--- src/rtl/relu_backward_stream.sv ---
`default_nettype none
// ============================================================================
// Module      : relu_backward_stream
// Description : Streaming multi-lane FP32 ReLU backward layer with stall-all
//               pipeline, frame/id tracking and optional negative-lane stats
//               (enabled by defining RELU_BWD_STATS_EN).
// Revision    : 1.0 - initial release
// ============================================================================
module relu_backward_stream #(
    parameter int LANES       = 8,
    parameter int PIPE_STAGES = 2,
    parameter int NEG_SHIFT   = 0,
    parameter int CNT_W       = 16
) (
    input  logic                  clk,
    input  logic                  reset,
    input  logic [31:0]           id,
    input  logic                  in_valid,
    output logic                  in_ready,
    input  logic                  in_last,
    input  logic [LANES*32-1:0]   top_diff,
    input  logic [LANES*32-1:0]   bottom_data,
    output logic                  out_valid,
    input  logic                  out_ready,
    output logic                  out_last,
    output logic [LANES*32-1:0]   out_diff,
    output logic [31:0]           out_id,
    output logic [CNT_W-1:0]      beat_count,
    output logic [15:0]           neg_count
);

    localparam int        c_DW    = LANES * 32;
    localparam int        c_LAST  = PIPE_STAGES - 1;
    localparam logic [7:0] c_SHIFT = 8'(NEG_SHIFT);

    logic                 w_adv;
    logic                 w_accept;
    logic                 w_xfer;
    logic [31:0]          w_beat_id;
    logic [c_DW-1:0]      w_diff;
    logic [LANES-1:0]     w_neg;

    logic [PIPE_STAGES-1:0] r_valid;
    logic [PIPE_STAGES-1:0] r_last;
    logic [c_DW-1:0]        r_data [PIPE_STAGES];
    logic [31:0]            r_id   [PIPE_STAGES];
    logic                   r_open;
    logic [31:0]            r_frame_id;
    logic [CNT_W-1:0]       r_beat_count;
    logic                   r_clr;

    // Scaled negative slope; exponent underflow (incl. denormals) flushes to signed zero.
    function automatic logic [31:0] neg_path(input logic [31:0] t);
        logic [7:0] e;
        e = t[30:23];
        if (NEG_SHIFT == 0)
            return {t[31], 31'd0};
        else if (e == 8'hFF)
            return t;
        else if (e <= c_SHIFT)
            return {t[31], 31'd0};
        else
            return {t[31], e - c_SHIFT, t[22:0]};
    endfunction

    always_comb begin
        w_diff = '0;
        w_neg  = '0;
        for (int l = 0; l < LANES; l++) begin
            w_neg[l] = ~(~bottom_data[l*32+31] & (bottom_data[l*32 +: 31] != 31'd0));
            w_diff[l*32 +: 32] = w_neg[l] ? neg_path(top_diff[l*32 +: 32])
                                          : top_diff[l*32 +: 32];
        end
    end

    assign w_adv     = ~out_valid | out_ready;
    assign in_ready  = w_adv;
    assign w_accept  = in_valid & w_adv;
    assign w_xfer    = out_valid & out_ready;
    assign w_beat_id = r_open ? r_frame_id : id;

    always_ff @(posedge clk or posedge reset) begin
        if (reset) begin
            r_valid    <= '0;
            r_last     <= '0;
            r_open     <= 1'b0;
            r_frame_id <= '0;
            for (int s = 0; s < PIPE_STAGES; s++) begin
                r_data[s] <= '0;
                r_id[s]   <= '0;
            end
        end else begin
            if (w_accept) begin
                r_open     <= ~in_last;
                r_frame_id <= w_beat_id;
            end
            if (w_adv) begin
                r_valid[0] <= in_valid;
                r_last[0]  <= in_valid & in_last;
                r_data[0]  <= w_diff;
                r_id[0]    <= w_beat_id;
                for (int s = 1; s < PIPE_STAGES; s++) begin
                    r_valid[s] <= r_valid[s-1];
                    r_last[s]  <= r_last[s-1];
                    r_data[s]  <= r_data[s-1];
                    r_id[s]    <= r_id[s-1];
                end
            end
        end
    end

    assign out_valid = r_valid[c_LAST];
    assign out_last  = r_last[c_LAST];
    assign out_diff  = r_data[c_LAST];
    assign out_id    = r_id[c_LAST];

    // Count stays visible for one cycle after the last beat, then restarts.
    always_ff @(posedge clk or posedge reset) begin
        if (reset) begin
            r_beat_count <= '0;
            r_clr        <= 1'b0;
        end else begin
            r_clr <= w_xfer & out_last;
            if (r_clr)
                r_beat_count <= w_xfer ? CNT_W'(1) : '0;
            else if (w_xfer && (r_beat_count != {CNT_W{1'b1}}))
                r_beat_count <= r_beat_count + CNT_W'(1);
        end
    end

    assign beat_count = r_beat_count;

`ifdef RELU_BWD_STATS_EN
    localparam int c_NW = $clog2(LANES + 1);

    logic [c_NW-1:0] w_ncnt;
    logic [c_NW-1:0] r_ncnt [PIPE_STAGES];
    logic [15:0]     r_acc;
    logic [15:0]     r_neg_count;
    logic [16:0]     w_sum;
    logic [15:0]     w_sat;

    always_comb begin
        w_ncnt = '0;
        for (int l = 0; l < LANES; l++)
            w_ncnt = w_ncnt + c_NW'(w_neg[l]);
    end

    assign w_sum = {1'b0, r_acc} + 17'(r_ncnt[c_LAST]);
    assign w_sat = w_sum[16] ? 16'hFFFF : w_sum[15:0];

    always_ff @(posedge clk or posedge reset) begin
        if (reset) begin
            r_acc       <= '0;
            r_neg_count <= '0;
            for (int s = 0; s < PIPE_STAGES; s++)
                r_ncnt[s] <= '0;
        end else begin
            if (w_adv) begin
                r_ncnt[0] <= w_ncnt;
                for (int s = 1; s < PIPE_STAGES; s++)
                    r_ncnt[s] <= r_ncnt[s-1];
            end
            if (w_xfer) begin
                if (out_last) begin
                    r_neg_count <= w_sat;
                    r_acc       <= '0;
                end else begin
                    r_acc <= w_sat;
                end
            end
        end
    end

    assign neg_count = r_neg_count;
`else
    assign neg_count = '0;
`endif

endmodule
`default_nettype wire

--- config.mk ---
export PLATFORM = sky130hd
export DESIGN_NAME = relu_backward_stream
export DESIGN_NICKNAME = d
export VERILOG_FILES = /design/src/rtl/relu_backward_stream.sv
export SDC_FILE = /design/constraint.sdc
export NUM_CORES = 2
export LEC_CHECK = 0
export ABC_AREA = 0
export BUFFER_PORTS_ARGS = -buffer_cell sky130_fd_sc_hd__buf_2
export CAP_MARGIN = 15
export CORE_AREA = 2 2 344 346
export DETAILED_ROUTE_END_ITERATION = 12
export DIE_AREA = 0 0 346 348
export PLACE_DENSITY_LB_ADDON = 0.25
export SLEW_MARGIN = 20
export SYNTH_ARGS = -nofsm -noshare
export SYNTH_HDL_FRONTEND = slang
export SYNTH_SLANG_ARGS = --single-unit
--- constraint.sdc ---
create_clock -name clk -period 26.1 [get_ports clk]
set_input_delay 5.22 -clock clk [delete_from_list [all_inputs] [get_ports clk]]
set_output_delay 5.22 -clock clk [all_outputs]
set_load 0.005 [all_outputs]
==> reports/qor.txt <==
Status -> finished, final reports clean
CP max FO -> 107
Drc violations -> 0
Detailed placement HPWL -> 58800 um
PostCTS Resize Cnt -> 0
Root Buffer -> clkbuf_16
Mapped Cells -> 3043
Reg-to-reg setup timing slack -> 22.66 ns
Setup crit end kind -> output pin
Pin count of the biggest net entering global routing -> 182
Leading post-synthesis cells by cell area -> dfrtp_1, nand2_1, buf_4
First-pass GRT wire length -> 128000 um
Total core area -> 117000 um2
Hold Fails Final Rpt -> 0
Worst-path clk slew -> 0.06 ns
Startpoint types -> primary input
CP Data Required Time -> 20.88 ns
VDD IR-drop max -> 0.0404 mV
Row cnt -> 126
Ys async rst share -> 100%
Routed via count -> 21200
Max_cap viols -> 0
Vias in the first global route -> 20500
Yosys top cell by area -> dfrtp_1
IO Count -> 872
Clk_lat worst skew -> 0.65 ns
Synth cell types -> 43
RePlAce Congestion -> 0.804
Peak Freq -> 88.2 MHz
Total grt overflow -> 0
Global Route Usage Sum -> 13.7%
Cts hold-fix bufs -> 0
Area growth from synthesis to layout -> 23.2%
Worst r2r path cells -> 6
Slew @ Worst Pin -> 1.24 ns
WL final -> 84800 um
Nets -> 4103
WHS Path Cells -> 2
Fill count -> 12800
Die area -> 120000 um2
Data arrival, critical path -> 6.12 ns
Post-CTS setup buffers -> 0
TNS Setup -> 0 ns
Average cell area after synthesis -> 8.95 um2
Clock sinks -> 630
Ys flop type -> dfrtp_1
Power Dens Cells -> 80.9 nW/um2
Min Clock Period, post-route -> 11.34 ns
Worst r2r src -> r_valid[1]
Antenna-violating nets left -> 0
Seq/Total Area, Yosys -> 57.9%
Initial core utilization -> 23.3%
Post-synth EDFFs -> 0
Synth Register Bits -> 630
Share of post-route cells with drive strength above 1 -> 29.1%
Final hold slack -> 0.448 ns
Fin crit share -> 43.4%
CTS tree -> done
Setup Viol. Count Final -> 0
Vias per cell -> 4.11
H-Tree Depth -> 3
Max Buffers Root-to-Sink -> 3
Fin. max-slew vios -> 0
CTS Buf Count -> 76
Hold_sp -> r_data[420]
Leakage -> 17.6 nW
Hold crit path type -> register to register
Max_slew headroom -> 16.2%
Initial DRC count -> 1427
Reg-to-Reg End -> r_data[494]
Hold endpoint -> out_diff[164]
Share of Yosys cell area claimed by the top area cell type -> 57.9%
Initial antenna violation count -> 26
Yosys warning total -> 0
Die width -> 346 um
First-pass DRT Iterations -> 4
Synthesized area -> 27200 um2
Layout Skew -> 0.0257 ns
Number of port buffers -> 855
RSZ-0062 raised after global routing -> false
WL/cell -> 16.4 um
Crit path kind -> primary input to output pin
Die height -> 348 um
[stage by stage]
step                      cells  setup WS [ns]  power (mW)  util, %  instance area [um2]
final                      5162          14.76        2.71     28.7                33600
after global routing       5161          14.64        2.87     28.7                33600
after CTS                  5149          14.66        2.77     28.7                33500
after detailed placement   5011          14.67        1.63     26.4                30900
after global placement     5011          14.68        1.63     26.4                30900
after floorplan            3058           3.23        1.51        -                27300
[cell usage after synthesis, drive strengths merged, types with 3 or more instances]
master and instances:
nand2 1430, dfrtp 630, buf 328, o21ai 285
clkbuf 140, nor4 60, mux2 34, mux2i 32
nand4 21, nor3 11, a21oi 8, inv 8
o21bai 8, nand3 7, o31ai 5, or4 5
nor2b 4, or3 4, o41ai 3, or2 3
[how the worst max path moves through the flow]
| stage | start | slack [ns] | end |
|---|---|---|---|
| after floorplan | reset | 3.23 | beat_count[0] |
| after global placement | out_ready | 14.68 | in_ready |
| after detailed placement | out_ready | 14.67 | in_ready |
| after CTS | out_ready | 14.66 | in_ready |
| after global routing | out_ready | 14.64 | in_ready |
| final | out_ready | 14.76 | in_ready |
[area by class of cell]
class	count	area, um2	area share (%)
antenna	13	32.5	0.0969
clock buffer	109	2260	6.73
clock inverter	29	388	1.16
inverter	8	45.0	0.134
multi-input combinational	1952	8610	25.7
sequential	630	15800	47.0
tap	1536	1920	5.73
timing repair buffer	885	4530	13.5
[metal layers]
metal | part of all wire, % | GRT usage (%) | wire, um
met4 | 2.8 | 5.01 | 2350
met1 | 42 | 17.1 | 35800
met3 | 7.0 | 4.15 | 5940
met2 | 48 | 22.2 | 40600
met5 | 0.12 | 0 | 102
[registers in the layout, summed over array words and instances, names as in the netlist]
name        count
beat_count     16
out_diff      256
out_id         32
r_clr           1
r_data        256
r_frame_id     32
r_id           32
r_last          2
r_open          1
r_valid         2
[power by group]
part | internal [mW] | total (mW) | switching (mW)
logic | 0.159 | 0.405 | 0.246
registers | 1.12 | 1.20 | 0.0767
clock network | 0.666 | 1.11 | 0.446
total | 1.95 | 2.71 | 0.768
[cells by family after synthesis]
kind of cell	after synthesis	share of synthesized area [%]
AND/OR/NAND/NOR	1552	22.5
flip-flops	630	57.9
buffers and inverters	476	10.9
AO/OA/AOI/OAI	317	6.08
multiplexers	66	2.58
adder cells (fa/ha/maj)	1	0.0459
other	1	0.0138
[placed cells by master, fill, tap and decap left out, types with 13 or more instances in the layout]
cell type	Yosys	layout
buf_2	14	855
buf_4	304	27
clkbuf_16	0	77
clkbuf_8	0	21
conb_1	1	16
dfrtp_1	630	629
diode_2	0	13
mux2_1	14	14
mux2_2	20	20
mux2i_1	32	32
nand2_1	1429	1429
nand4_1	21	21
nor4_1	60	59
o21ai_0	285	285
[worst max-delay path: stages]
cell     delay [ns]
buf_2          0.17
nor2b_4        0.08
inv_8          0.33
buf_2          0.23
Note: power is estimated with default switching activity, not from simulation.
